==> config.mk <==
export PLATFORM = sky130hd
export DESIGN_NAME = midi_voice_allocator_flat
export DESIGN_NICKNAME = d
export VERILOG_FILES = /design/src/rtl/midi_alloc_pkg.sv /design/src/rtl/midi_voice_allocator_if.sv /design/src/rtl/midi_voice_picker.sv /design/src/rtl/midi_voice_allocator.sv /design/src/flat_wrapper.sv
export SDC_FILE = /design/constraint.sdc
export NUM_CORES = 1
export LEC_CHECK = 0
export ABC_AREA = 0
export CAP_MARGIN = 20
export CORE_UTILIZATION = 56
export CTS_CLUSTER_DIAMETER = 150
export DETAILED_ROUTE_END_ITERATION = 10
export PLACE_DENSITY = 0.8
export SYNTH_ARGS = -nofsm -noshare
export SYNTH_HDL_FRONTEND = slang
export SYNTH_HIERARCHICAL = 1
export SYNTH_SLANG_ARGS = --single-unit
==> constraint.sdc <==
create_clock -name clk -period 5.2 [get_ports clk]
set_clock_uncertainty 0.2 [all_clocks]
set_input_delay 1.04 -clock clk [delete_from_list [all_inputs] [get_ports clk]]
set_output_delay 1.04 -clock clk [all_outputs]
set_load 0.01 [all_outputs]
==> src/rtl/midi_alloc_pkg.sv <==
// Shared definitions for the MIDI voice allocator.
// Holds the command nibbles and controller numbers the allocator reacts to,
// the FSM state and candidate-category encodings, and the event decoder
// used at the accept edge.
package midi_alloc_pkg;

    // MIDI status nibbles (upper half of the status byte, channel ignored)
    localparam logic [3:0] NOTE_ON  = 4'h9;
    localparam logic [3:0] NOTE_OFF = 4'h8;
    localparam logic [3:0] CC       = 4'hB;

    // Controller numbers that silence every voice
    localparam logic [6:0] CC_ALL_SOUND_OFF = 7'h78;
    localparam logic [6:0] CC_ALL_NOTES_OFF = 7'h7B;

    // Allocator FSM states
    localparam logic [1:0] ST_IDLE   = 2'd0;
    localparam logic [1:0] ST_SCAN   = 2'd1;
    localparam logic [1:0] ST_RETRIG = 2'd2;
    localparam logic [1:0] ST_LOAD   = 2'd3;

    // Candidate categories, higher value wins during the scan
    localparam logic [1:0] CAT_NONE  = 2'd0;
    localparam logic [1:0] CAT_STEAL = 2'd1;
    localparam logic [1:0] CAT_FREE  = 2'd2;
    localparam logic [1:0] CAT_REUSE = 2'd3;

    typedef enum logic [1:0] {
        EVT_OTHER    = 2'd0,
        EVT_NOTE_ON  = 2'd1,
        EVT_NOTE_OFF = 2'd2,
        EVT_ALL_OFF  = 2'd3
    } evt_kind_e;

    // Classify an incoming event; a note-on with zero velocity is a note-off.
    function automatic evt_kind_e decode_evt(input logic [3:0] nib,
                                             input logic [6:0] p1,
                                             input logic [6:0] p2);
        evt_kind_e kind;
        kind = EVT_OTHER;
        case (nib)
            NOTE_ON:  kind = (p2 != 7'd0) ? EVT_NOTE_ON : EVT_NOTE_OFF;
            NOTE_OFF: kind = EVT_NOTE_OFF;
            CC:       kind = ((p1 == CC_ALL_SOUND_OFF) || (p1 == CC_ALL_NOTES_OFF))
                             ? EVT_ALL_OFF : EVT_OTHER;
            default:  kind = EVT_OTHER;
        endcase
        return kind;
    endfunction

endpackage

==> src/rtl/midi_voice_allocator_if.sv <==
// Event handshake between the MIDI framer (master) and the voice allocator
// (slave).
//   evt_valid : framer has an event        evt_ready : allocator can take it
//   evt_cmd   : status byte                evt_p1    : note / CC number
//   evt_p2    : velocity / CC value
interface midi_voice_allocator_if;
    logic       evt_valid;
    logic       evt_ready;
    logic [7:0] evt_cmd;
    logic [6:0] evt_p1;
    logic [6:0] evt_p2;

    modport master (
        output evt_valid,
        output evt_cmd,
        output evt_p1,
        output evt_p2,
        input  evt_ready
    );

    modport slave (
        input  evt_valid,
        input  evt_cmd,
        input  evt_p1,
        input  evt_p2,
        output evt_ready
    );
endinterface

==> src/rtl/midi_voice_picker.sv <==
// Sequential best-candidate tracker for note-on voice selection.
// Fed one voice per cycle while en is high; clr restarts the search.
//   clk, rst_n       : clock, async active-low reset
//   clr              : forget the running best (start of a scan)
//   en               : a candidate is presented this cycle
//   cand_*           : gate / note / age / index of the presented voice
//   target_note      : note being allocated
//   res_idx/res_gate : best voice so far, including the current candidate
// Ranking: same-note reuse (first index wins) beats a free voice, which beats
// a sounding voice; within free/sounding the oldest wins, ties to lower index.
module midi_voice_picker
    import midi_alloc_pkg::*;
#(
    parameter int IDX_W    = 2,
    parameter int AGE_BITS = 8
) (
    input  logic                clk,
    input  logic                rst_n,
    input  logic                clr,
    input  logic                en,
    input  logic                cand_gate,
    input  logic [6:0]          cand_note,
    input  logic [AGE_BITS-1:0] cand_age,
    input  logic [IDX_W-1:0]    cand_idx,
    input  logic [6:0]          target_note,
    output logic [IDX_W-1:0]    res_idx,
    output logic                res_gate
);

    localparam logic [AGE_BITS-1:0] AGE_MAX = {AGE_BITS{1'b1}};

    logic [1:0]          best_cat_r;
    logic [AGE_BITS-1:0] best_age_r;
    logic [IDX_W-1:0]    best_idx_r;
    logic                best_gate_r;

    logic [1:0]          cand_cat_s;
    logic                take_s;
    logic [1:0]          res_cat_s;
    logic [AGE_BITS-1:0] res_age_s;

    // Categorise the candidate and merge it with the running best.
    always_comb begin
        cand_cat_s = CAT_STEAL;
        take_s     = 1'b0;
        // A saturated age marks a voice never assigned since reset, so its
        // note register is meaningless for reuse.
        if ((cand_note == target_note) && (cand_age != AGE_MAX)) begin
            cand_cat_s = CAT_REUSE;
        end else if (!cand_gate) begin
            cand_cat_s = CAT_FREE;
        end else begin
            cand_cat_s = CAT_STEAL;
        end

        // Strict comparisons keep the earlier (lower) index on ties.
        if (en) begin
            if (cand_cat_s > best_cat_r) begin
                take_s = 1'b1;
            end else if ((cand_cat_s == best_cat_r) && (cand_cat_s != CAT_REUSE)
                         && (cand_age > best_age_r)) begin
                take_s = 1'b1;
            end else begin
                take_s = 1'b0;
            end
        end else begin
            take_s = 1'b0;
        end

        if (take_s) begin
            res_cat_s = cand_cat_s;
            res_age_s = cand_age;
            res_idx   = cand_idx;
            res_gate  = cand_gate;
        end else begin
            res_cat_s = best_cat_r;
            res_age_s = best_age_r;
            res_idx   = best_idx_r;
            res_gate  = best_gate_r;
        end
    end

    // Running best register, restarted at each scan.
    always_ff @(posedge clk or negedge rst_n) begin
        if (!rst_n) begin
            best_cat_r  <= CAT_NONE;
            best_age_r  <= {AGE_BITS{1'b0}};
            best_idx_r  <= {IDX_W{1'b0}};
            best_gate_r <= 1'b0;
        end else if (clr) begin
            best_cat_r  <= CAT_NONE;
            best_age_r  <= {AGE_BITS{1'b0}};
            best_idx_r  <= {IDX_W{1'b0}};
            best_gate_r <= 1'b0;
        end else if (en) begin
            best_cat_r  <= res_cat_s;
            best_age_r  <= res_age_s;
            best_idx_r  <= res_idx;
            best_gate_r <= res_gate;
        end
    end

endmodule

==> src/rtl/midi_voice_allocator.sv <==
// Polyphonic voice allocator between the MIDI framer and the voice bank.
//   clk, rst_n      : clock, async active-low reset
//   evt             : event handshake (slave side)
//   voice_gate      : per-voice gate
//   voice_note      : per-voice note, voice i at [7i+6:7i]
//   voice_load      : one-cycle strobe when a voice is assigned
//   voice_load_idx  : assigned voice index
//   voice_load_vel  : velocity of the assigned note
// Note-ons scan every voice (one per cycle), then either load directly or,
// when the chosen voice is sounding, hold its gate low for RETRIG_CYCLES so
// the envelope sees a fresh rising edge. Note-offs use the same scan to clear
// matching gates. All-notes/sound-off clears every gate on acceptance.
module midi_voice_allocator
    import midi_alloc_pkg::*;
#(
    parameter  int NUM_VOICES    = 4,
    parameter  int RETRIG_CYCLES = 512,
    parameter  int AGE_BITS      = 8,
    localparam int IDX_W         = $clog2(NUM_VOICES)
) (
    input  logic                    clk,
    input  logic                    rst_n,
    midi_voice_allocator_if.slave   evt,
    output logic [NUM_VOICES-1:0]   voice_gate,
    output logic [7*NUM_VOICES-1:0] voice_note,
    output logic                    voice_load,
    output logic [IDX_W-1:0]        voice_load_idx,
    output logic [6:0]              voice_load_vel
);

    localparam logic [AGE_BITS-1:0] AGE_MAX   = {AGE_BITS{1'b1}};
    localparam int                  CNT_W     = (RETRIG_CYCLES > 1) ? $clog2(RETRIG_CYCLES) : 1;
    localparam logic [CNT_W-1:0]    CNT_LAST  = CNT_W'(RETRIG_CYCLES - 1);
    localparam logic [IDX_W-1:0]    SCAN_LAST = IDX_W'(NUM_VOICES - 1);

    logic [1:0]          state_r;
    logic [IDX_W-1:0]    scan_idx_r;
    logic [CNT_W-1:0]    retrig_cnt_r;
    logic                is_off_r;
    logic [6:0]          p1_r;
    logic [6:0]          p2_r;
    logic [IDX_W-1:0]    sel_idx_r;

    logic [NUM_VOICES-1:0] gate_r;
    logic [6:0]            note_r [NUM_VOICES];
    logic [AGE_BITS-1:0]   age_r  [NUM_VOICES];
    logic                  load_r;
    logic [IDX_W-1:0]      load_idx_r;
    logic [6:0]            load_vel_r;

    logic                  accept_s;
    logic                  scan_last_s;
    evt_kind_e             kind_s;
    logic                  pick_en_s;
    logic [IDX_W-1:0]      pick_idx_s;
    logic                  pick_gate_s;
    logic [3:0]            unused_chan_s;

    assign evt.evt_ready = (state_r == ST_IDLE);
    assign accept_s      = evt.evt_valid && (state_r == ST_IDLE);
    assign kind_s        = decode_evt(evt.evt_cmd[7:4], evt.evt_p1, evt.evt_p2);
    assign unused_chan_s = evt.evt_cmd[3:0];
    assign scan_last_s   = (scan_idx_r == SCAN_LAST);
    assign pick_en_s     = (state_r == ST_SCAN) && !is_off_r;

    assign voice_gate     = gate_r;
    assign voice_load     = load_r;
    assign voice_load_idx = load_idx_r;
    assign voice_load_vel = load_vel_r;

    for (genvar g = 0; g < NUM_VOICES; g++) begin : g_note_pack
        assign voice_note[7*g +: 7] = note_r[g];
    end

    midi_voice_picker #(
        .IDX_W    (IDX_W),
        .AGE_BITS (AGE_BITS)
    ) u_picker (
        .clk         (clk),
        .rst_n       (rst_n),
        .clr         (accept_s),
        .en          (pick_en_s),
        .cand_gate   (gate_r[scan_idx_r]),
        .cand_note   (note_r[scan_idx_r]),
        .cand_age    (age_r[scan_idx_r]),
        .cand_idx    (scan_idx_r),
        .target_note (p1_r),
        .res_idx     (pick_idx_s),
        .res_gate    (pick_gate_s)
    );

    // Control FSM: accept, scan, optional retrigger gap, load.
    always_ff @(posedge clk or negedge rst_n) begin
        if (!rst_n) begin
            state_r      <= ST_IDLE;
            scan_idx_r   <= {IDX_W{1'b0}};
            retrig_cnt_r <= {CNT_W{1'b0}};
            is_off_r     <= 1'b0;
            p1_r         <= 7'd0;
            p2_r         <= 7'd0;
            sel_idx_r    <= {IDX_W{1'b0}};
        end else begin
            case (state_r)
                ST_IDLE: begin
                    if (accept_s) begin
                        p1_r         <= evt.evt_p1;
                        p2_r         <= evt.evt_p2;
                        scan_idx_r   <= {IDX_W{1'b0}};
                        retrig_cnt_r <= {CNT_W{1'b0}};
                        case (kind_s)
                            EVT_NOTE_ON: begin
                                is_off_r <= 1'b0;
                                state_r  <= ST_SCAN;
                            end
                            EVT_NOTE_OFF: begin
                                is_off_r <= 1'b1;
                                state_r  <= ST_SCAN;
                            end
                            default: state_r <= ST_IDLE;
                        endcase
                    end
                end
                ST_SCAN: begin
                    scan_idx_r <= scan_idx_r + IDX_W'(1);
                    if (scan_last_s) begin
                        if (is_off_r) begin
                            state_r <= ST_IDLE;
                        end else begin
                            // The picker's merged result already includes the last voice.
                            sel_idx_r <= pick_idx_s;
                            state_r   <= pick_gate_s ? ST_RETRIG : ST_LOAD;
                        end
                    end
                end
                ST_RETRIG: begin
                    if (retrig_cnt_r == CNT_LAST) begin
                        state_r <= ST_LOAD;
                    end else begin
                        retrig_cnt_r <= retrig_cnt_r + CNT_W'(1);
                    end
                end
                ST_LOAD: begin
                    state_r <= ST_IDLE;
                end
                default: begin
                    state_r <= ST_IDLE;
                end
            endcase
        end
    end

    // Voice state and load strobe; ages move only when a voice is loaded.
    always_ff @(posedge clk or negedge rst_n) begin
        if (!rst_n) begin
            gate_r     <= {NUM_VOICES{1'b0}};
            load_r     <= 1'b0;
            load_idx_r <= {IDX_W{1'b0}};
            load_vel_r <= 7'd0;
            for (int i = 0; i < NUM_VOICES; i++) begin
                note_r[i] <= 7'd0;
                age_r[i]  <= AGE_MAX;
            end
        end else begin
            load_r <= 1'b0;
            case (state_r)
                ST_IDLE: begin
                    if (accept_s && (kind_s == EVT_ALL_OFF)) begin
                        gate_r <= {NUM_VOICES{1'b0}};
                    end
                end
                ST_SCAN: begin
                    // The note register is kept so a later same-note on can reuse it.
                    if (is_off_r && gate_r[scan_idx_r] && (note_r[scan_idx_r] == p1_r)) begin
                        gate_r[scan_idx_r] <= 1'b0;
                    end
                end
                ST_RETRIG: begin
                    gate_r[sel_idx_r] <= 1'b0;
                end
                ST_LOAD: begin
                    gate_r[sel_idx_r] <= 1'b1;
                    note_r[sel_idx_r] <= p1_r;
                    load_r            <= 1'b1;
                    load_idx_r        <= sel_idx_r;
                    load_vel_r        <= p2_r;
                    for (int i = 0; i < NUM_VOICES; i++) begin
                        if (IDX_W'(i) == sel_idx_r) begin
                            age_r[i] <= {AGE_BITS{1'b0}};
                        end else if (age_r[i] != AGE_MAX) begin
                            age_r[i] <= age_r[i] + AGE_BITS'(1);
                        end
                    end
                end
                default: begin
                    gate_r <= gate_r;
                end
            endcase
        end
    end

endmodule

==> src/flat_wrapper.sv <==
// flat-port wrapper written by rule: the top's interface ports become plain ports
module midi_voice_allocator_flat import midi_alloc_pkg::*;
#(
    parameter  int NUM_VOICES    = 4,
    parameter  int RETRIG_CYCLES = 512,
    parameter  int AGE_BITS      = 8,
    localparam int IDX_W         = $clog2(NUM_VOICES)
)
  (clk, rst_n, voice_gate, voice_note, voice_load, voice_load_idx, voice_load_vel, evt_evt_valid, evt_evt_cmd, evt_evt_p1, evt_evt_p2, evt_evt_ready);
  midi_voice_allocator_if evt_i ();
  input  logic clk;
  input  logic rst_n;
  output logic [NUM_VOICES-1:0] voice_gate;
  output logic [7*NUM_VOICES-1:0] voice_note;
  output logic voice_load;
  output logic [IDX_W-1:0] voice_load_idx;
  output logic [6:0] voice_load_vel;
  input wire logic [$bits(evt_i.evt_valid)-1:0] evt_evt_valid;
  input wire logic [$bits(evt_i.evt_cmd)-1:0] evt_evt_cmd;
  input wire logic [$bits(evt_i.evt_p1)-1:0] evt_evt_p1;
  input wire logic [$bits(evt_i.evt_p2)-1:0] evt_evt_p2;
  output wire logic [$bits(evt_i.evt_ready)-1:0] evt_evt_ready;
  assign evt_i.evt_valid = evt_evt_valid;
  assign evt_i.evt_cmd = evt_evt_cmd;
  assign evt_i.evt_p1 = evt_evt_p1;
  assign evt_i.evt_p2 = evt_evt_p2;
  assign evt_evt_ready = evt_i.evt_ready;
  midi_voice_allocator #(.NUM_VOICES(NUM_VOICES), .RETRIG_CYCLES(RETRIG_CYCLES), .AGE_BITS(AGE_BITS)) u_core (.clk(clk), .rst_n(rst_n), .evt(evt_i), .voice_gate(voice_gate), .voice_note(voice_note), .voice_load(voice_load), .voice_load_idx(voice_load_idx), .voice_load_vel(voice_load_vel));
endmodule
# Word-level counts from Yosys, hierarchy flattened
# Cells that the tools add are included.
# word_totals
input_bits	25
out_inout_bits	43
register_bits	117
elab_cells	174
# classes
n_reduce_logical	38
n_mux	60
addsub	6
n_bitwise	8
eq_ne	30
order_cmp	9
# op_table
op	count
$mux 8	13
$ne 8x8->1 const B	5
$add 8x1->8 const B	4
$mux 2	15
$bwmux 28	1
$mux 7	3
$mux 9	2
$pmux 9 s2	1
$reduce_bool 2->1	9
$bmux 8 s2	1
$pmux 4 s4	1
$reduce_and 2->1	8
$bmux 7 s2	1
$demux 7 s2	1
$eq 7x7->1 const B	2
$eq 4x4->1 const B	3
$mux 1	12
$reduce_and 3->1	4
$logic_and 1x1->1	11
$eq 2x2->1 const B	5
$add 9x1->9 const B	1
$eq 9x9->1 const B	1
$and 4x4->4	2
$gt 8x8->1	1
29 further kinds	44

# Logic depth before layout (Yosys ltp)
# Gate-level depths: netlist of run 1.
# depth
word_depth	18
ltp_mapped	17
ltp_nobuf	15

# Hierarchy
# The synthesis of run 1 kept the hierarchy.
# modules_own_cells
mod	n_inst	cells_per_inst	area_each_um2	seq_area_each_um2
midi_voice_allocator	1	470	5397.7	2642.5
midi_voice_picker	1	106	1056.0	325.3

# Least setup slack after synthesis of run 1
# Ideal clock, no wire load.
# synth_timing
path_type	register -> register
startpoint	reg u_core.scan_idx_r[0]
endpoint	reg u_core.sel_idx_r[0]
period_less_slack_ns	4.367
path_stages_with_launch	15
arrival_time_ns	4.042
required_ns	4.875
slack_ns	0.833
path_buffers	2
setup_time_ns	0.125
cell_sequence	dfrtp_1 -> buf_6 -> clkbuf_1 -> mux4_2 -> nand4_1 -> o211ai_1 -> or4_4 -> nand2_1 -> ha_1 -> nor2b_1 -> o211a_1 -> o41a_1 -> nand2_8 -> mux2_1 -> mux2_2
# synth_between
elab_chain_len	14
word_cells_on_any_way	26
cone_classes	order compare (2); eq/ne (5); mux (14); bitwise (1); reduce/logical (4)
# synth_lines
item	line	text
start, declared	midi_voice_allocator.sv:37	logic [IDX_W-1:0] scan_idx_r;
start signal, assigned	midi_voice_allocator.sv:96	scan_idx_r <= {IDX_W{1'b0}};
start signal, assigned	midi_voice_allocator.sv:108	scan_idx_r <= {IDX_W{1'b0}};
start signal, assigned	midi_voice_allocator.sv:124	scan_idx_r <= scan_idx_r + IDX_W'(1);
$not 2->3 (implied by the code)	midi_voice_allocator.sv:84, midi_voice_allocator.sv:85	
$bmux 8 s2 or $bmux 7 s2 (tied branches)	midi_voice_allocator.sv:85, midi_voice_allocator.sv:84	
$mux 8 (implied by the code) or $mux 7 (tied branches) (2 in a row)	midi_voice_allocator.sv:85, midi_voice_allocator.sv:84	
$ne 8x8->1 or $eq 7x7->1 (tied branches)	midi_voice_picker.sv:48	if ((cand_note == target_note) && (cand_age != AGE_MAX)) begin
$logic_and 1x1->1	midi_voice_picker.sv:48	
$mux 2	midi_voice_picker.sv:48	
$eq 2x2->1 or $ne 2x2->1 (tied branches)	midi_voice_picker.sv:60	end else if ((cand_cat_s == best_cat_r) && (cand_cat_s != CAT_REUSE)
$logic_and 1x1->1	midi_voice_picker.sv:60	
$logic_and 1x1->1	midi_voice_picker.sv:61	&& (cand_age > best_age_r)) begin
$mux 1	midi_voice_picker.sv:60	
$mux 1	midi_voice_picker.sv:58	if (cand_cat_s > best_cat_r) begin
$mux 1	midi_voice_picker.sv:57	if (en) begin
$mux 2 (*)	midi_voice_picker.sv:70	if (take_s) begin
named net u_core.pick_idx_s[0]	midi_voice_allocator.sv:55	logic [IDX_W-1:0] pick_idx_s;
end signal, assigned	midi_voice_allocator.sv:101	sel_idx_r <= {IDX_W{1'b0}};
end signal, assigned	midi_voice_allocator.sv:130	sel_idx_r <= pick_idx_s;
end, declared	midi_voice_allocator.sv:42	logic [IDX_W-1:0] sel_idx_r;
# Mark *: on every way through the listed nets, which the timed path passes. The rest lies on a longest branch. The select of a mux whose other input is x is not followed.
# A chain may end at the register's enable or synchronous reset.

# Worst setup path in the final report of run 1
# layout_timing
startpoint	reg u_core.scan_idx_r[1]
endpoint	reg u_core.sel_idx_r[1]
# Same word-level chain as after synthesis.

==> results.md, run 1 <==
- Max Cap Viol: 0
- Pin count of the biggest net entering global routing: 83
- CP max stage delay: 800 ps
- Tot Pwr: 4.324 mW
- Worst Max-Slew Pin Slew: 1046 ps
- Hold Path Stages: 2
- Primary FF master, synth: dfrtp_1
- Final setup vio count: 0
- Final core utilization: 70.43%
- CTS Buf Count: 17
- Routed wire length: between 15000 and 20000 um
- Tcrit/Tclk final: 90.26%
- Relative slew slack: 30.22%
- Num rows: 38
- Max Freq: 213.1 MHz
- GP Congestion: 0.8913
- Mean routed wirelength per cell: 19.00 um
- Proportion of synthesized flip-flops having asynchronous set or reset: 100.0%
- Worst-Skew Late Latency: 430 ps
- Worst setup SP type: flip-flop
- Drt pass-1 iters: 5
- Port buffer count: 63
- H-tree Lvls: 4
- Antenna Nets Post-Route: 0
- Hold Path Class: flip-flop to flip-flop
- Final instance area: 0.007769 mm2
- Die ar.: 0.01196 mm2
- Power per Cell Area: around 560 mW/mm2
- CP cell instances: buf_4, mux4_2, xnor2_1, nand3_1, or4_4, nand2_1, ha_1, nor2b_1, o211a_1, o41a_1, nand2_8, mux2_1, mux2_2
- Final nets: 693
- Total global-route track usage: 27.94%
- Vias in the first global route: 4916
- IO Pins: 68
- Core area: 0.01103 mm2
- Post-cts hold buffer count: 0
- VDD IR-drop max: 0.3636 mV
- Count of final hold-check violations: 0
- R2R setup slack: 510 ps
- FF-to-FF path depth: 13
- # diodes: 0
- Clock tree root buffer cell: clkbuf_16
- Synth cell types: 56
- Buffers & Inverters on Critical Path: 1
- Remaining Overflow, GRT: 0
- CTS tree: yes
- DP HPWL: between 10000 and 15000 um
- Tmin final: around 4700 ps
- Syn_nets: 627
- CTS clk-pin slew, worst paths: 60 ps
- Reg2reg start: u_core/scan_idx_r[1]
- Mapped Area: ~0.0065 mm2
- Cells after Synth: 576
- Seq/Total Area, Yosys: 45.99%
- Commonest cells after routing, fill and taps aside: 85 x dfrtp_1, 62 x clkdlybuf4s50_1, 55 x nand2_1
- CTS max path bufs: 2
- Number of synthesized flops with an enable pin: 0
- Category of the most critical setup path: flip-flop to flip-flop
- Via/cell ratio: 5.956
- RSZ-0062 raised after global routing: false
- Fin. max-slew vios: 0
- Dpl cell area: just over 0.007 mm2
- Layout Area Growth over Synthesis: 20.38%
- Via Count: 4735
- Number of post-CTS setup repair buffers: 0
- Pleak: 3.291 nW
- CP arrival: 4810 ps
- Crit end category: flip-flop
- Worst flop-to-flop path endpoint: u_core/sel_idx_r[1]
- Post-cts resize count: 0
- Initial antenna violation count: 0
- Syn Area/Cell: 11.20 um2
- Initial Utilization: about three fifths
- Clock Sinks: ~120
- Worst EP required: between 5000 and 6000 ps
- Worst-path maximum fanout: 16
- Hold Slack: 294.9 ps
- Worst path top cell family by delay: simple AND/OR/NAND/NOR gates
- FF+latch count, synth: about 120
- Crit-path slowest cell: dfrtp_1
- Final TNS setup: 0 ps
- Commonest non-fill, non-tap cell in the layout: dfrtp_1
- Layout cells sized above 1: 20.46%
- DRC violations left: 0
- Global-route wire length before repair: around 25000 um
- Die Ht: roughly 110 um
- Die width: 109.4 um
- WHS Endpoint: u_core/age_r[9]
- DRT iter0 DRCs: between 300 and 400
- Yosys warning total: 6
- Status: finished, final reports clean
- Hold path start: u_core/age_r[9]
-- worst max path at each step --
stage / cells after the start / start / slack, ps / to
global route: 15 / u_core/scan_idx_r[0] / 250 / u_core/state_r[0]
finish: 13 / u_core/scan_idx_r[1] / 510 / u_core/sel_idx_r[1]
detailed placement: 13 / u_core/scan_idx_r[0] / 500 / u_core/sel_idx_r[1]
floorplan: 14 / u_core/scan_idx_r[0] / 830 / u_core/sel_idx_r[0]
global placement: 13 / u_core/scan_idx_r[0] / 590 / u_core/sel_idx_r[0]
CTS: 13 / u_core/scan_idx_r[0] / 480 / u_core/sel_idx_r[1]
-- sequential cells by signal, summed over array words and instances, names as in the netlist, 4 cells and up, named ones only --
| name | cells |
|---|---|
| u_core/retrig_cnt_r | 9 |
| u_core/p2_r | 7 |
| u_core/age_r | 32 |
| u_core/voice_note | 28 |
| u_core/p1_r | 7 |
| u_core/voice_load_vel | 7 |
| u_core/voice_gate | 4 |
| u_core/u_picker/best_age_r | 8 |
-- where the power goes --
group	internal, mW	switching (mW)	total [mW]
clock network	0.658	0.441	1.10
registers	1.20	0.312	1.52
logic	0.874	0.836	1.71
total	2.73	1.59	4.32
-- logic make-up (layout without fill, tap and decap cells) --
kind of cell               count (synthesis)  in the layout  share of synthesized area (%)
and+or+nand+nor                          197            197                          15.59
DFF                                      117            117                          45.99
muxes                                     82             82                          17.12
AOI/OAI and AO/OA                         66             66                          7.503
buffers and inverters                     46            125                          3.063
xor gates and xnor gates                  42             42                          5.700
adders and majority gates                 26             26                          5.041
-- cell usage after synthesis, types with 16 or more instances --
| cell | instances | area (um2) |
|---|---|---|
| nand2b_1 | 27 | 168.9 |
| nand4_1 | 17 | 106.4 |
| dfstp_2 | 32 | 840.8 |
| inv_1 | 25 | 93.84 |
| xor2_1 | 19 | 166.4 |
| clkbuf_1 | 16 | 60.06 |
| mux2_2 | 49 | 551.8 |
| nand2_1 | 55 | 206.5 |
| ha_1 | 26 | 325.3 |
| nand3_1 | 17 | 85.08 |
| dfrtp_1 | 85 | 2127 |
| xnor2_1 | 23 | 201.4 |
| nor2_1 | 36 | 135.1 |
-- per-layer routing --
| metal | share of wire [%] | wire length [um] | GRT usage [%] | vias to the layer above |
|---|---|---|---|---|
| met3 | 4.6 | 698 | 7.113 | 36 |
| li1 | - | - | - | 2199 |
| met4 | 2.5 | 384 | 12.48 | 0 |
| met2 | 49 | 7471 | 44.43 | 158 |
| met5 | 0 | 0 | 0 | - |
| met1 | 43 | 6549 | 36.17 | 2342 |
-- area by class of cell --
class,count,area (um2)
multi-input combinational,413,3288
fill,800,3262
sequential,117,2968
timing repair buffer,68,685.7
clock buffer,18,429.2
tap,140,175.2
clock inverter,14,128.9
inverter,25,93.84
-- through the flow --
step                setup WS, ps  std cells
finish                     506.3        795
global route               251.2        795
CTS                        483.4        794
detailed placement         499.6        762
global placement           589.7        762
floorplan                  833.1        576
-- worst register-to-register path: cells and delay by family (launching register included) --
family | cells | cell delay, ps
simple gates | 5 | 1110
flops | 1 | 800
xor+xnor | 1 | 200
compound gates | 2 | 760
buf+inv | 1 | 290
mux | 3 | 970
fa+ha+maj | 1 | 250
No activity file was read; power rests on OpenSTA's default activity.
==> run 2, diff against run 1 <==
Settings changed: CORE_UTILIZATION 56 to 25, HOLD_SLACK_MARGIN set to 0.06, PLACE_DENSITY 0.8 to 0.43.
==> results.md, run 2 (synthesis gave the netlist of run 1 again) <==
- Final instance area: 0.008059 mm2 (was 0.007769 mm2)
- Worst setup SP type: flip-flop (unchanged)
- CP max stage delay: 670 ps (was 800 ps)
- IO Pins: 68 (unchanged)
- Hold Slack: 295.0 ps (was 294.9 ps)
- Hold Path Class: flip-flop to flip-flop (unchanged)
- CTS max path bufs: 2 (unchanged)
- Final TNS setup: 0 ps (unchanged)
- DRT iter0 DRCs: 164 (was 345)
- CTS Buf Count: 17 (unchanged)
- Clock tree root buffer cell: clkbuf_16 (unchanged)
- Die ar.: 0.02646 mm2 (was 0.01196 mm2)
- RSZ-0062 raised after global routing: false (unchanged)
- Initial antenna violation count: 0 (unchanged)
- Die Ht: 162.7 um (was 109.4 um)
- Met1 Wirelength: 8022 um (was 6549 um)
- Remaining Overflow, GRT: 0 (unchanged)
- Register area: 0.002968 mm2 (unchanged)
- Status: finished, final reports clean (unchanged)
- CTS clk-pin slew, worst paths: 50 ps (was 60 ps)
- Via Count: 4512 (was 4735)
- Pin count of the biggest net entering global routing: 51 (was 83)
- Clock Sinks: 117 (unchanged)
- Final setup vio count: 0 (unchanged)
- Worst-path maximum fanout: 14 (was 16)
- Buffers & Inverters on Critical Path: 1 (unchanged)
- CP cell instances: buf_4, mux4_2, nand4_1, o211ai_1, or4_4, nand2_1, ha_1, nor2b_1, o211a_1, o41a_1, nand2_8, mux2_1, mux2_2 (was buf_4, mux4_2, xnor2_1, nand3_1, or4_4, nand2_1, ha_1, nor2b_1, o211a_1, o41a_1, nand2_8, mux2_1, mux2_2)
- Max Cap Viol: 0 (unchanged)
- Vias in the first global route: 4746 (was 4916)
- Mean routed wirelength per cell: 16.76 um (was 19.00 um)
- VDD IR-drop max: 0.2172 mV (was 0.3636 mV)
- CTS tree: yes (unchanged)
- Post-cts hold buffer count: 0 (unchanged)
- Area of the multi-input gates: 0.003288 mm2 (unchanged)
- Commonest non-fill, non-tap cell in the layout: dfrtp_1 (unchanged)
- Worst path top cell family by delay: multiplexers (was simple AND/OR/NAND/NOR gates)
- Crit end category: flip-flop (unchanged)
- Worst EP required: 5300 ps (was 5320 ps)
- Global-route wire length before repair: 26620 um (was 24680 um)
- DP HPWL: 11930 um (was 10170 um)
- Wire length on met3: 413 um (was 698 um)
- Largest Register: u_core/age_r (unchanged)
- GP Congestion: 0.7908 (was 0.8913)
- Layout Area Growth over Synthesis: 24.87% (was 20.38%)
- Power per Cell Area: 551.6 mW/mm2 (was 556.6 mW/mm2)
- Max reg flops: 32 (unchanged)
- Total global-route track usage: 13.25% (was 27.94%)
- # diodes: 0 (unchanged)
- Top sig layer: met4 (unchanged)
- Tmin final: 4709 ps (was 4694 ps)
- Relative slew slack: 34.96% (was 30.22%)
- Die width: 162.7 um (was 109.4 um)
- Crit-path slowest cell: dfrtp_1 (unchanged)
- H-tree Lvls: 4 (unchanged)
- Routed wire length: 16560 um (was 15100 um)
- Number of post-CTS setup repair buffers: 0 (unchanged)
- Core area: 0.02525 mm2 (was 0.01103 mm2)
- Fin. max-slew vios: 0 (unchanged)
- Worst-Skew Late Latency: 420 ps (was 430 ps)
- Commonest cells after routing, fill and taps aside: 85 x dfrtp_1, 62 x clkdlybuf4s50_1, 55 x nand2_1 (unchanged)
- Drt pass-1 iters: 4 (was 5)
- Final core utilization: 31.91% (was 70.43%)
- Num rows: 58 (was 38)
- Final nets: 696 (was 693)
- Count of final hold-check violations: 0 (unchanged)
- Port buffer count: 63 (unchanged)
- Met2 WL: 7935 um (was 7471 um)
- DRC violations left: 0 (unchanged)
- Category of the most critical setup path: flip-flop to flip-flop (unchanged)
- Initial Utilization: 25.55% (was 58.51%)
- Fillers: 2600 (was 800)
- CP arrival: 4810 ps (about the same)
- Antenna Nets Post-Route: 0 (unchanged)
- Max Freq: 212.4 MHz (was 213.1 MHz)
- Tcrit/Tclk final: 90.55% (was 90.26%)
- Dpl cell area: 0.007458 mm2 (was 0.007183 mm2)
- Via/cell ratio: 4.567 (was 5.956)
- Layout cells sized above 1: 20.97% (was 20.46%)
- Worst Max-Slew Pin Slew: 975.0 ps (was 1046 ps)
- Post-cts resize count: 0 (unchanged)
- Pleak: 3.328 nW (was 3.291 nW)
[run 2: metal layers]
| metal | up-vias | track usage (%) |
|---|---|---|
| met5 | - | 0 |
| met4 | 0 | 4.248 |
| met3 | 10 | 2.776 |
| met2 | 61 | 20.88 |
| met1 | 2246 | 18.09 |
| li1 | 2195 | - |
[run 2: cell type report]
| cell class | instances | area share (%) |
|---|---|---|
| clock buffer | 20 | 5.543 |
| clock inverter | 12 | 1.910 |
| inverter | 25 | 1.164 |
| multi-input combinational | 413 | 40.80 |
| sequential | 117 | 36.83 |
| tap | 330 | 5.123 |
| timing repair buffer | 71 | 8.632 |
[run 2: power by group]
group	leakage [nW]	internal [mW]	switching, mW
combinational	1.60	0.887	0.863
sequential	1.44	1.20	0.298
clock	0.286	0.765	0.428
[run 2: through the flow]
| step | instances | worst slack [ps] | total power, mW |
|---|---|---|---|
| 2_1_floorplan | 576 | 833.1 | 2.677 |
| 3_3_place_gp | 955 | 487.9 | 3.248 |
| 3_5_place_dp | 956 | 426.2 | 3.297 |
| 4_1_cts | 988 | 417.9 | 4.521 |
| 5_1_grt | 988 | 234.8 | 4.755 |
| 6_report | 988 | 491.3 | 4.445 |
[run 2: worst paths after layout]
kind | startpoint | end | slack [ps] | cells past startpoint
min in group asynchronous | rst_n | u_core/p1_r[6] | 470 | 1
worst max-delay path | u_core/scan_idx_r[0] | u_core/sel_idx_r[0] | 490 | 13
worst min-delay path | u_core/age_r[1] | u_core/age_r[1] | 300 | 2
max in group asynchronous | rst_n | u_core/age_r[24] | 3360 | 2
worst max register to register | u_core/scan_idx_r[0] | u_core/sel_idx_r[0] | 490 | 13
worst min register to register | u_core/age_r[1] | u_core/age_r[1] | 300 | 2
[run 2: tightest hold or removal path: stages (launching register included)]
cell and delay (ps):
dfstp_2 380, nand2_1 50, o21ai_0 60
==> run 3, diff against run 2 <==
Settings changed: CAP_MARGIN 20 to unset.
==> results.md, run 3 (synthesis gave the netlist of run 1 again) <==
- H-tree Lvls: 4 (unchanged)
- Num rows: 58 (unchanged)
- Clock Sinks: 117 (unchanged)
- Mean routed wirelength per cell: 16.84 um (was 16.76 um)
- Status: finished, final reports clean (unchanged)
- Count of final hold-check violations: 0 (unchanged)
- Worst-path maximum fanout: 14 (unchanged)
- Die width: 162.7 um (unchanged)
- Layout Area Growth over Synthesis: 24.29% (was 24.87%)
- Die Ht: 162.7 um (unchanged)
- Pin count of the biggest net entering global routing: 51 (unchanged)
- Hold Slack: 292.3 ps (was 295.0 ps)
- Fin. max-slew vios: 0 (unchanged)
- CP arrival: 4850 ps (was 4810 ps)
- Post-cts resize count: 0 (unchanged)
- Core area: 0.02525 mm2 (unchanged)
- Power per Cell Area: 548.2 mW/mm2 (was 551.6 mW/mm2)
- Dpl cell area: 0.007443 mm2 (was 0.007458 mm2)
- GP Congestion: 0.7908 (unchanged)
- CP cell instances: buf_4, mux4_2, nand4_1, o211ai_1, or4_4, nand2_1, ha_1, nor2b_1, o211a_1, o41a_1, nand2_8, mux2_1, mux2_2 (unchanged)
- CP max stage delay: 690 ps (was 670 ps)
- Worst setup SP type: flip-flop (unchanged)
- CTS clk-pin slew, worst paths: 60 ps (was 50 ps)
- Drt pass-1 iters: 6 (was 4)
- Met2 WL: 8111 um (was 7935 um)
- Hold Path Class: flip-flop to flip-flop (unchanged)
- Tcrit/Tclk final: 91.47% (was 90.55%)
- DP HPWL: 11880 um (was 11930 um)
- Global-route wire length before repair: 26760 um (was 26620 um)
- Initial antenna violation count: 0 (unchanged)
- Top sig layer: met4 (unchanged)
- Max Cap Viol: 0 (unchanged)
- Fillers: 2574 (was 2600)
- Clock tree root buffer cell: clkbuf_16 (unchanged)
- Wire length on met3: 354 um (was 413 um)
- Worst Max-Slew Pin Slew: 1166 ps (was 975.0 ps)
- Final TNS setup: 0 ps (unchanged)
- Die ar.: 0.02646 mm2 (unchanged)
- Total global-route track usage: 13.25% (about the same)
- DRT iter0 DRCs: 174 (was 164)
- Worst EP required: 5290 ps (was 5300 ps)
- Largest Register: u_core/age_r (unchanged)
- # diodes: 0 (unchanged)
- CTS max path bufs: 2 (unchanged)
- Max Freq: 210.3 MHz (was 212.4 MHz)
- Port buffer count: 63 (unchanged)
- Commonest non-fill, non-tap cell in the layout: dfrtp_1 (unchanged)
- Initial Utilization: 25.55% (unchanged)
- DRC violations left: 0 (unchanged)
- Worst-Skew Late Latency: 430 ps (was 420 ps)
- Antenna Nets Post-Route: 0 (unchanged)
- Tmin final: 4756 ps (was 4709 ps)
- CTS Buf Count: 17 (unchanged)
- Pleak: 3.308 nW (was 3.328 nW)
- Crit-path slowest cell: dfrtp_1 (unchanged)
- Max reg flops: 32 (unchanged)
- Vias in the first global route: 4810 (was 4746)
- Via Count: 4596 (was 4512)
- Post-Place Setup Slack: 423.8 ps (was 426.2 ps)
- Final setup vio count: 0 (unchanged)
- Final instance area: 0.008021 mm2 (was 0.008059 mm2)
- Remaining Overflow, GRT: 0 (unchanged)
- Met1 Wirelength: 7934 um (was 8022 um)
- CTS tree: yes (unchanged)
- Number of post-CTS setup repair buffers: 0 (unchanged)
- RSZ-0062 raised after global routing: false (unchanged)
- Post-cts hold buffer count: 0 (unchanged)
- Relative slew slack: 22.22% (was 34.96%)
- Via/cell ratio: 4.657 (was 4.567)
- Final nets: 695 (was 696)
- IO Pins: 68 (unchanged)
- Routed wire length: 16620 um (was 16560 um)
- VDD IR-drop max: 0.2326 mV (was 0.2172 mV)
- Commonest cells after routing, fill and taps aside: 85 x dfrtp_1, 62 x clkdlybuf4s50_1, 55 x nand2_1 (unchanged)
- Crit end category: flip-flop (unchanged)
- Category of the most critical setup path: flip-flop to flip-flop (unchanged)
- PnR worst setup slack: 443.8 ps (was 491.3 ps)
- Layout cells sized above 1: 20.70% (was 20.97%)
==> run 3: cell type report <==
cell class | count | area (um2) | share of cell area, %
Clock buffer | 21 | 450.4 | 5.615
Clock inverter | 11 | 127.6 | 1.591
Inverter | 25 | 93.84 | 1.170
Multi-Input combinational cell | 413 | 3288 | 40.99
Sequential cell | 117 | 2968 | 37.00
Tap cell | 330 | 412.9 | 5.147
Timing Repair Buffer | 70 | 680.7 | 8.485
==> run 3: final timing paths <==
check / start / depth (start not counted) / endpoint / slack [ps]
worst max register to register: u_core/scan_idx_r[0] / 13 / u_core/sel_idx_r[0] / 440
min in group asynchronous: rst_n / 1 / u_core/p1_r[6] / 470
worst min register to register: u_core/age_r[9] / 2 / u_core/age_r[9] / 290
worst min-delay path: u_core/age_r[9] / 2 / u_core/age_r[9] / 290
worst max-delay path: u_core/scan_idx_r[0] / 13 / u_core/sel_idx_r[0] / 440
max in group asynchronous: rst_n / 2 / u_core/age_r[24] / 3350
==> run 3: critical path, delay by kind of cell (launching register included) <==
family,cells,cell delay [ps]
mux,3,1190
simple gates,5,1100
compound gates,3,900
flops,1,690
buf+inv,1,300
fa+ha+maj,1,250
==> run 3: routing by layer <==
layer	vias up	GRT usage [%]
met3	15	2.292
met5	-	0
li1	2202	-
met1	2307	17.60
met4	0	5.098
met2	72	21.45
==> run 3: stage by stage <==
step	total power [mW]	std cells	util, %
global placement	3.248	955	29.47
global route	4.697	987	31.76
CTS	4.462	987	31.76
floorplan	2.677	576	-
finish	4.397	987	31.76
detailed placement	3.282	955	29.47
==> run 3: power by group <==
group	leakage [nW]	switching (mW)	total, mW	internal [mW]
registers	1.44	0.302	1.51	1.20
logic	1.60	0.861	1.74	0.880
clock network	0.274	0.431	1.15	0.719
total	3.31	1.59	4.40	2.80
